`src/rtl/mips_pkg.sv`:
```
// Shared definitions for the MIPS fetch stage: fetch FSM encoding and reset/bubble constants.
package mips_pkg;

    typedef enum logic [1:0] {
        S_FETCH = 2'd0,
        S_HOLD  = 2'd1,
        S_KILL  = 2'd2
    } fetch_state_e;

    localparam logic [31:0] RESET_PC_DEFAULT = 32'h0000_0000;
    localparam logic [31:0] NOP_WORD         = 32'h0000_0000; // sll $0,$0,0

endpackage

```
`src/rtl/instruction_fetch_if.sv`:
```
// Instruction memory request/response bus between the fetch stage and the memory.
interface instruction_fetch_if;

    logic        Imem_Req;
    logic [31:0] Imem_Addr;
    logic        Imem_Ready;
    logic [31:0] Imem_Instr;

    modport master (output Imem_Req, output Imem_Addr, input Imem_Ready, input Imem_Instr);
    modport slave  (input Imem_Req, input Imem_Addr, output Imem_Ready, output Imem_Instr);

endinterface

```
`src/rtl/instruction_fetch_pc_select.sv`:
```
// Next-PC priority mux: branch beats jr beats jump; otherwise sequential PC+4.
module pc_select (
    input  logic        stall_i,
    input  logic        z_i,
    input  logic        jr_i,
    input  logic        j_i,
    input  logic [31:0] branch_addr_i,
    input  logic [31:0] jr_addr_i,
    input  logic [31:0] jump_addr_i,
    input  logic [31:0] pc_i,
    output logic        redirect_o,
    output logic [31:0] pc_plus4_o,
    output logic [31:0] next_pc_o
);

    assign pc_plus4_o = pc_i + 32'd4;
    // A stalled ID stage cannot redirect; the hazard unit re-presents the redirect later.
    assign redirect_o = ~stall_i & (z_i | jr_i | j_i);

    always_comb begin
        next_pc_o = pc_plus4_o;
        if (redirect_o) begin
            if (z_i)       next_pc_o = branch_addr_i;
            else if (jr_i) next_pc_o = jr_addr_i;
            else           next_pc_o = jump_addr_i;
        end
    end

endmodule

```
`src/rtl/instruction_fetch.sv`:
```
// IF stage and IF/ID register: PC, fetch FSM (FETCH/HOLD/KILL), stall skid buffer.
module instruction_fetch
    import mips_pkg::*;
#(
    parameter logic [31:0] RESET_PC  = RESET_PC_DEFAULT,
    parameter logic [31:0] NOP_INSTR = NOP_WORD
) (
    input  logic                       clk,
    input  logic                       reset,
    input  logic                       Stall,
    input  logic                       Z,
    input  logic [31:0]                BranchAddr,
    input  logic                       J,
    input  logic [31:0]                JumpAddr,
    input  logic                       JR,
    input  logic [31:0]                JrAddr,
    instruction_fetch_if.master        imem,
    output logic [31:0]                Instruction_id,
    output logic [31:0]                PC_id,
    output logic                       Valid_id
);

    fetch_state_e state_q, state_d;
    logic [31:0]  pc_q, pc_d;
    logic [31:0]  kill_addr_q, kill_addr_d;
    logic [31:0]  skid_instr_q, skid_instr_d;
    logic [31:0]  skid_pc_q, skid_pc_d;
    logic [31:0]  ifid_instr_q, ifid_instr_d;
    logic [31:0]  ifid_pc_q, ifid_pc_d;
    logic         ifid_vld_q, ifid_vld_d;
    logic         req_en_q;

    logic         redirect;
    logic         done;
    logic [31:0]  pc_plus4;
    logic [31:0]  next_pc;

    pc_select u_pc_select (
        .stall_i       (Stall),
        .z_i           (Z),
        .jr_i          (JR),
        .j_i           (J),
        .branch_addr_i (BranchAddr),
        .jr_addr_i     (JrAddr),
        .jump_addr_i   (JumpAddr),
        .pc_i          (pc_q),
        .redirect_o    (redirect),
        .pc_plus4_o    (pc_plus4),
        .next_pc_o     (next_pc)
    );

    // KILL keeps presenting the abandoned address until the memory finishes it.
    assign imem.Imem_Req  = req_en_q & (state_q != S_HOLD);
    assign imem.Imem_Addr = (state_q == S_KILL) ? kill_addr_q : pc_q;
    assign done           = imem.Imem_Req & imem.Imem_Ready;

    assign Instruction_id = ifid_instr_q;
    assign PC_id          = ifid_pc_q;
    assign Valid_id       = ifid_vld_q;

    always_comb begin
        state_d      = state_q;
        pc_d         = pc_q;
        kill_addr_d  = kill_addr_q;
        skid_instr_d = skid_instr_q;
        skid_pc_d    = skid_pc_q;
        ifid_instr_d = ifid_instr_q;
        ifid_pc_d    = ifid_pc_q;
        ifid_vld_d   = ifid_vld_q;

        unique case (state_q)
            S_FETCH: begin
                if (redirect) begin
                    pc_d         = next_pc;
                    ifid_instr_d = NOP_INSTR;
                    ifid_vld_d   = 1'b0;
                    if (imem.Imem_Req & ~imem.Imem_Ready) begin
                        kill_addr_d = pc_q;
                        state_d     = S_KILL;
                    end
                end else if (done & ~Stall) begin
                    pc_d         = next_pc;
                    ifid_instr_d = imem.Imem_Instr;
                    ifid_pc_d    = pc_plus4;
                    ifid_vld_d   = 1'b1;
                end else if (done) begin
                    pc_d         = next_pc;
                    skid_instr_d = imem.Imem_Instr;
                    skid_pc_d    = pc_plus4;
                    state_d      = S_HOLD;
                end else if (~Stall) begin
                    ifid_instr_d = NOP_INSTR;
                    ifid_vld_d   = 1'b0;
                end
            end
            S_HOLD: begin
                if (~Stall) begin
                    state_d = S_FETCH;
                    if (redirect) begin
                        pc_d         = next_pc;
                        ifid_instr_d = NOP_INSTR;
                        ifid_vld_d   = 1'b0;
                    end else begin
                        ifid_instr_d = skid_instr_q;
                        ifid_pc_d    = skid_pc_q;
                        ifid_vld_d   = 1'b1;
                    end
                end
            end
            S_KILL: begin
                if (redirect) pc_d = next_pc;
                if (~Stall) begin
                    ifid_instr_d = NOP_INSTR;
                    ifid_vld_d   = 1'b0;
                end
                if (done) state_d = S_FETCH;
            end
            default: state_d = S_FETCH;
        endcase
    end

    always_ff @(posedge clk or posedge reset) begin
        if (reset) begin
            state_q      <= S_FETCH;
            pc_q         <= RESET_PC;
            kill_addr_q  <= 32'd0;
            skid_instr_q <= NOP_INSTR;
            skid_pc_q    <= 32'd0;
            ifid_instr_q <= NOP_INSTR;
            ifid_pc_q    <= 32'd0;
            ifid_vld_q   <= 1'b0;
            req_en_q     <= 1'b0;
        end else begin
            state_q      <= state_d;
            pc_q         <= pc_d;
            kill_addr_q  <= kill_addr_d;
            skid_instr_q <= skid_instr_d;
            skid_pc_q    <= skid_pc_d;
            ifid_instr_q <= ifid_instr_d;
            ifid_pc_q    <= ifid_pc_d;
            ifid_vld_q   <= ifid_vld_d;
            req_en_q     <= 1'b1;
        end
    end

endmodule
```
`src/flat_wrapper.sv`:
```
// flat-port wrapper written by rule: the top's interface ports become plain ports
module instruction_fetch_flat import mips_pkg::*;
#(
    parameter logic [31:0] RESET_PC  = RESET_PC_DEFAULT,
    parameter logic [31:0] NOP_INSTR = NOP_WORD
)
  (clk, reset, Stall, Z, BranchAddr, J, JumpAddr, JR, JrAddr, Instruction_id, PC_id, Valid_id, imem_Imem_Req, imem_Imem_Addr, imem_Imem_Ready, imem_Imem_Instr);
  instruction_fetch_if imem_i ();
  input  logic clk;
  input  logic reset;
  input  logic Stall;
  input  logic Z;
  input  logic [31:0] BranchAddr;
  input  logic J;
  input  logic [31:0] JumpAddr;
  input  logic JR;
  input  logic [31:0] JrAddr;
  output logic [31:0] Instruction_id;
  output logic [31:0] PC_id;
  output logic Valid_id;
  output wire logic [$bits(imem_i.Imem_Req)-1:0] imem_Imem_Req;
  output wire logic [$bits(imem_i.Imem_Addr)-1:0] imem_Imem_Addr;
  input wire logic [$bits(imem_i.Imem_Ready)-1:0] imem_Imem_Ready;
  input wire logic [$bits(imem_i.Imem_Instr)-1:0] imem_Imem_Instr;
  assign imem_Imem_Req = imem_i.Imem_Req;
  assign imem_Imem_Addr = imem_i.Imem_Addr;
  assign imem_i.Imem_Ready = imem_Imem_Ready;
  assign imem_i.Imem_Instr = imem_Imem_Instr;
  instruction_fetch #(.RESET_PC(RESET_PC), .NOP_INSTR(NOP_INSTR)) u_core (.clk(clk), .reset(reset), .Stall(Stall), .Z(Z), .BranchAddr(BranchAddr), .J(J), .JumpAddr(JumpAddr), .JR(JR), .JrAddr(JrAddr), .imem(imem_i), .Instruction_id(Instruction_id), .PC_id(PC_id), .Valid_id(Valid_id));
endmodule
```
`config.mk`:
```
export PLATFORM = sky130hd
export DESIGN_NAME = instruction_fetch_flat
export DESIGN_NICKNAME = d
export VERILOG_FILES = /design/src/rtl/mips_pkg.sv /design/src/rtl/instruction_fetch_if.sv /design/src/rtl/instruction_fetch_pc_select.sv /design/src/rtl/instruction_fetch.sv /design/src/flat_wrapper.sv
export SDC_FILE = /design/constraint.sdc
export NUM_CORES = 1
export LEC_CHECK = 0
export CAP_MARGIN = 20
export CORE_ASPECT_RATIO = 1.5
export CORE_MARGIN = 2
export CORE_UTILIZATION = 47
export DETAILED_ROUTE_END_ITERATION = 7
export MAX_ROUTING_LAYER = met4
export PLACE_DENSITY_LB_ADDON = 0.05
export SETUP_SLACK_MARGIN = 0.2
export SYNTH_ARGS = -nofsm -noshare
export SYNTH_HDL_FRONTEND = slang
export SYNTH_HIERARCHICAL = 1
export SYNTH_SLANG_ARGS = --single-unit
```
`constraint.sdc`:
```
create_clock -name clk -period 6.63 [get_ports clk]
set_clock_uncertainty 0.15 [all_clocks]
set_input_delay 0.9945 -clock clk [delete_from_list [all_inputs] [get_ports clk]]
set_output_delay 0.9945 -clock clk [all_outputs]
set_load 0.05 [all_outputs]
```
# Yosys cells after proc, flatten, opt, wreduce, memory -nomap -nowiden

Index checks and enable logic that the tools add are counted.

Bits of input ports: 135
Word-level logic and storage cells: 79
Flip-flop bits (word level): 196
Output and inout port bits: 98

Mux-type cells: 36
Equality and inequality tests: 13
Reductions and logical operators: 9
Bitwise logic cells: 11
$add $sub $neg: 1

Operators by type and width:

| cell                                                                   | count |
|---|---|
| 32-bit two-way mux                                                     | 19 |
| 32-bit one-hot mux with 3 select lines                                 | 2 |
| 32-bit one-hot mux with 2 select lines                                 | 1 |
| 32-bit by 3-bit adder with 32-bit output (second input constant)       | 1 |
| 2-bit two-way mux                                                      | 6 |
| 5-bit AND reduction                                                    | 2 |
| 3-bit AND reduction                                                    | 3 |
| 1-bit two-way mux                                                      | 6 |
| 2-bit by 1-bit != test with 1-bit output (second input constant)       | 3 |
| 2-bit != test (second input constant)                                  | 3 |
| 2-bit one-hot mux with 3 select lines                                  | 1 |
| 1-bit AND                                                              | 5 |
| 4-bit by 1-bit != test with 1-bit output (second input constant)       | 1 |
| 4-bit by 3-bit != test with 1-bit output (second input constant)       | 1 |
| 1-bit NOT                                                              | 4 |
| 4-bit AND reduction                                                    | 1 |
| 3-bit by 1-bit != test with 1-bit output (second input constant)       | 1 |
| 3-bit by 2-bit != test with 1-bit output (second input constant)       | 1 |
| 3-bit != test (second input constant)                                  | 1 |
| 1-bit one-hot mux with 3 select lines                                  | 1 |
| 3-bit nonzero test                                                     | 1 |
| 2-bit by 1-bit equality test with 1-bit output (second input constant) | 1 |
| 2-bit equality test (second input constant)                            | 1 |
| 2-bit zero test                                                        | 1 |
| other kinds (2)                                                        | 3 |

# Longest topological paths before layout

Depth after elaboration: 8
Mapped depth: 12
Gate-level depth less buffers: 7

# Modules after synthesis

The synthesis kept the hierarchy.

By module, submodules not included:

| module            | cells each | sequential area each (um^2) | instances | area an instance (um^2) |
|---|---|---|---|---|
| instruction_fetch | 687        | 4904.7                      | 1         | 9307.7 |
| pc_select         | 297        | 0.0                         | 1         | 1856.8 |

# Worst setup path after synthesis

Ideal clock, no wire load.

Path kind: input-to-reg
Start point: in JR
End point: reg u_core.pc_q[19]
Setup slack: 3020 ps
Data required time: 6355 ps
Setup time: 125 ps
Data arrival time: 3335 ps
Cell stages on the path: 11
Buffers on the path: 5
Cells stage by stage: clkbuf_1 -> nor3_1 -> or2_2 -> buf_2 -> clkinv_1 -> clkbuf_1 -> buf_4 -> inv_1 -> a221oi_2 -> buf_4 -> mux2_2

Word-level cells in the longest chain between the ends: 8
Elaborated cells on any way between the ends: 14
Classes of those cells: eq/ne (1); mux (9); bitwise (3); reduce/logical (1)

RTL lines:

| element                                | RTL line                          | RTL |
|---|---|---|
| start: declaration                     | flat_wrapper.sv:16                | `input logic JR;` |
| 1-bit OR (*) (2 in a row)              | instruction_fetch_pc_select.sv:18 | `assign redirect_o = ~stall_i & (z_i \| jr_i \| j_i);` |
| 1-bit AND (*)                          | instruction_fetch_pc_select.sv:18 |  |
| net u_core.redirect                    | instruction_fetch.sv:33           | `logic redirect;` |
| 32-bit two-way mux                     | instruction_fetch_pc_select.sv:22 | `if (redirect_o) begin` |
| 32-bit two-way mux                     | instruction_fetch.sv:86           | `end else if (done) begin` |
| 32-bit two-way mux                     | instruction_fetch.sv:81           | `end else if (done & ~Stall) begin` |
| 32-bit two-way mux                     | instruction_fetch.sv:73           | `if (redirect) begin` |
| 32-bit one-hot mux with 3 select lines | instruction_fetch.sv:71           | `unique case (state_q)` |
| end signal: assignment                 | instruction_fetch.sv:135          | `pc_q <= pc_d;` |
| end: declaration                       | instruction_fetch.sv:24           | `logic [31:0] pc_q, pc_d;` |

Mark *: on every way through the listed nets, which the timed path passes. The rest lies on a longest branch. The select of a mux whose other input is x is not followed.
A chain may end at the register's enable or synchronous reset.

# Worst setup path after layout

Start point: in J
End point: reg u_core.skid_pc_q[20]

Word-level cells in the longest chain between the ends: 4

RTL lines:

| element                              | RTL line                          | RTL |
|---|---|---|
| start: declaration                   | flat_wrapper.sv:14                | `input logic J;` |
| 1-bit OR                             | instruction_fetch_pc_select.sv:18 |  |
| 1-bit AND                            | instruction_fetch_pc_select.sv:18 |  |
| net u_core.redirect                  | instruction_fetch.sv:33           |  |
| 1-bit NOT (no source line)           | n/a                               |  |
| 4-bit AND reduction (no source line) | n/a                               |  |
| end signal: assignment               | instruction_fetch.sv:138          | `skid_pc_q <= skid_pc_d;` |
| end: declaration                     | instruction_fetch.sv:27           | `logic [31:0] skid_pc_q, skid_pc_d;` |

The timed path passes the listed nets, and every way through them passes these cells.

==> flow_summary.toml <==
[setup_path]
cp-end-kind = "register"
timing.critical_path.slowest_stage_cell = "clkinv_1"
worst-endpoint-arrival_ns = 5.19
required_ns = 6.79
critical-path-max-stage-delay_ns = 0.69
worst_r2r_startpoint = "u_core/state_q[1]"
critical_path_class = "input pin to register"
reg2reg_slack_ns = 3.35
cp.buffers_inverters = 3
worstReg2RegEnd = "u_core/skid_pc_q[20]"
timing.critical_path.max_delay_family = "simple AND/OR/NAND/NOR gates"
reg2regPathDepth = 7
critical_path.max_fanout = 64
startpoint_type = "input pin"
path_cells = "clkdlybuf4s50_1 > nor3_1 > or2_2 > clkinv_1 > nor4bb_4 > buf_4 > nand2_4 > mux2_1"

[cts]
cts_htree_levels = 4
clockRootBuffer = "clkbuf_16"
post-cts-setup-buffers = 0
cts_hold_bufs = 0
ctsResizeCount = 0
num_clock_sinks = 196
cts_buffers = 17
clock_tree.buffer_depth = 2
clk_pin_slew_worst_paths_ns = 0.08
tritoncts = "built"
clock_insertion_delay_worst_skew_ns = 0.44

[routing]
drt_pass1_iterations = 5
drc_errors = 0
via_per_inst = 5.79
vias = 8696
detail_route.wirelength_um = 30500
detail_route.iter0.violations = 422
detail_route.wl_per_cell_um = 20.3
drt.antenna.violating_nets = 0

[timing]
rsz0062_at_grt = "false"
finalHoldViolations = 0
achievable-frequency_mhz = 199
setup_total_negative_slack_ns = 0
slew_viol_final = 0
holdWs_ns = 0.336
period_minus_slack_ns = 5.02
max_slew_margin_pct = 33.8
worst-slew-pin-transition_ns = 0.994
setup_viol = 0
final_min_period_over_clock_period_pct = 75.8

[synth]
postSynthNetCount = 1124
synth_area_per_cell_um2 = 11.3
synth_edf_count = 0
ys.flop_type = "dfrtp_1"
netlist.area_leader.share_pct = 43.9
post_synth_num_cell_types = 60
synth_cells = 984
synth-async-reset-ratio_pct = 100
ys_warn_count = 6
yosys.area.top_type = "dfrtp_1"
yosysSeqAreaShare_pct = 43.9
synth-seq-cells = 196
cell_with_the_most_instances_after_synthesis = "dfrtp_1"
ys_top_cells_by_area = "dfrtp_1 44%, mux2_2 17%, mux2_1 6.5%"
netlist_area_um2 = 11200
netlist_top_cells_count = "196 x dfrtp_1, 170 x mux2_2, 67 x o211ai_1"

[die]
die_width_um = 130
fp-row-count = 69
num_io_pins = 233
dieHeight_um = 193
die-area_um2 = 25000
start_util_pct = 47.5
core_area_um2 = 23500

[finish]
layout-drive-gt1-share_pct = 20.2
syn2layout_area_growth_pct = 27.6
sequential_cell_area_um2 = 4900
nets = 1310
multi_input_comb_area_um2 = 5800
diodes = 0
filler_cell_count_in_the_final_layout = 2046

[placed_design]
post-dp-hpwl_um = 20400
port_buffers = 232
gp_routability_congestion = 0.823

[hold_path]
min-delay-path-class = "register to register"
hold-path-cell-count = 1
timing.hold.worst.start = "u_core/kill_addr_q[12]"
hold-path-endpoint = "u_core/kill_addr_q[12]"

[global_route]
globalRouteOverflowTotal = 0
global_route.usage.total_pct = 25.8
maximum_number_of_pins_on_one_net_before_global_route_repair = 158
first_global_vias = 8711
antenna_violations_before_repair = 0
grt_first_pass_wirelength_um = 48600

[power_and_ir_drop]
power-per-cell-area_nw_per_um2 = 461
static-leakage-power_nw = 5.66
ir_worst_vdd_mv = 0.316

[flow_run]
timing.max_cap.violations = 0

[status]
outcome = "finished clean"
state kept, by name, indices dropped and copies added, names as in the netlist:
name,flops
u_core/kill_addr_q,32
u_core/skid_pc_q,32
u_core/skid_instr_q,32
u_core/Valid_id,1
u_core/state_q,2
u_core/Instruction_id,32
u_core/req_en_q,1
u_core/pc_q,32
u_core/PC_id,32
final cells by class:
| type | instances | area share (%) |
|---|---|---|
| Multi-Input combinational cell | 692 | 40.7 |
| Timing Repair Buffer | 251 | 17.7 |
| Sequential cell | 196 | 34.4 |
| Clock inverter | 12 | 0.817 |
| Tap cell | 319 | 2.80 |
| Clock buffer | 20 | 3.21 |
| Inverter | 12 | 0.343 |
placed cells by master, fill, tap and decap left out, drive strengths merged, types with 5 or more instances in the layout:
cell,Yosys,routed
dfrtp,196,196
a31oi,44,44
nor4,6,6
clkbuf,47,21
o211ai,67,67
nand2b,5,5
clkdlybuf4s50,0,229
ha,5,5
nand4,13,13
o21ai,28,28
nand2,52,52
or3,5,5
nor2,28,28
clkinv,2,5
and2,35,35
a32oi,32,32
or4,6,6
nand3,16,16
inv,10,16
mux2i,32,32
xnor2,15,15
a21oi,9,9
mux2,234,234
nor3,5,5
buf,37,21
a211oi,14,14
stage by stage:
stage | area (um^2) | utilization (%) | power [mW] | worst slack (ns) | instances
final | 14200 | 60.7 | 6.57 | 1.61 | 1502
after global routing | 14200 | 60.7 | 6.94 | 1.24 | 1502
after CTS | 14200 | 60.4 | 6.61 | 1.62 | 1500
after detailed placement | 13600 | 58.0 | 5.57 | 1.16 | 1468
after global placement | 13600 | 57.9 | 5.50 | 1.32 | 1467
after floorplan | 11200 | - | 4.48 | 2.95 | 984
power by group:
group	total, mW	switching, mW	internal, mW
Sequential	2.15	0.433	1.72
Combinational	3.40	1.97	1.42
Clock	1.03	0.480	0.547
Total	6.57	2.88	3.69
how the worst max path moves through the flow:
stage                     startpoint                       end  slack [ns]  depth (start not counted)
final                              J      u_core/skid_pc_q[20]        1.61                          8
after global routing               J    u_core/skid_instr_q[4]        1.24                          8
after CTS                          J   u_core/skid_instr_q[31]        1.62                          8
after detailed placement           J       u_core/skid_pc_q[3]        1.16                          8
after global placement             J      u_core/skid_pc_q[23]        1.32                          8
after floorplan                reset  u_core/Instruction_id[0]        2.95                          1
logic make-up after synthesis:
group	count (synthesis)	share of synthesized area [%]
AO/OA/AOI/OAI	211	13.5
XOR/XNOR	18	1.41
adder cells (fa/ha/maj)	5	0.560
buffers and inverters	96	4.43
flip-flops	196	43.9
multiplexers	266	26.5
other	1	0.0336
AND/OR/NAND/NOR	191	9.71
per-layer routing:
metal / track usage [%] / wire length, um / vias to the layer above / part of all wire, %
met4: 8.81 / 832 / 0 / 2.7
met3: 3.63 / 1040 / 49 / 3.4
met5: - / 0 / - / 0
li1: - / - / 4082 / -
met1: 31.9 / 12700 / 4331 / 42
met2: 43.1 / 16000 / 234 / 52
Note: power is estimated with default switching activity, not from simulation.
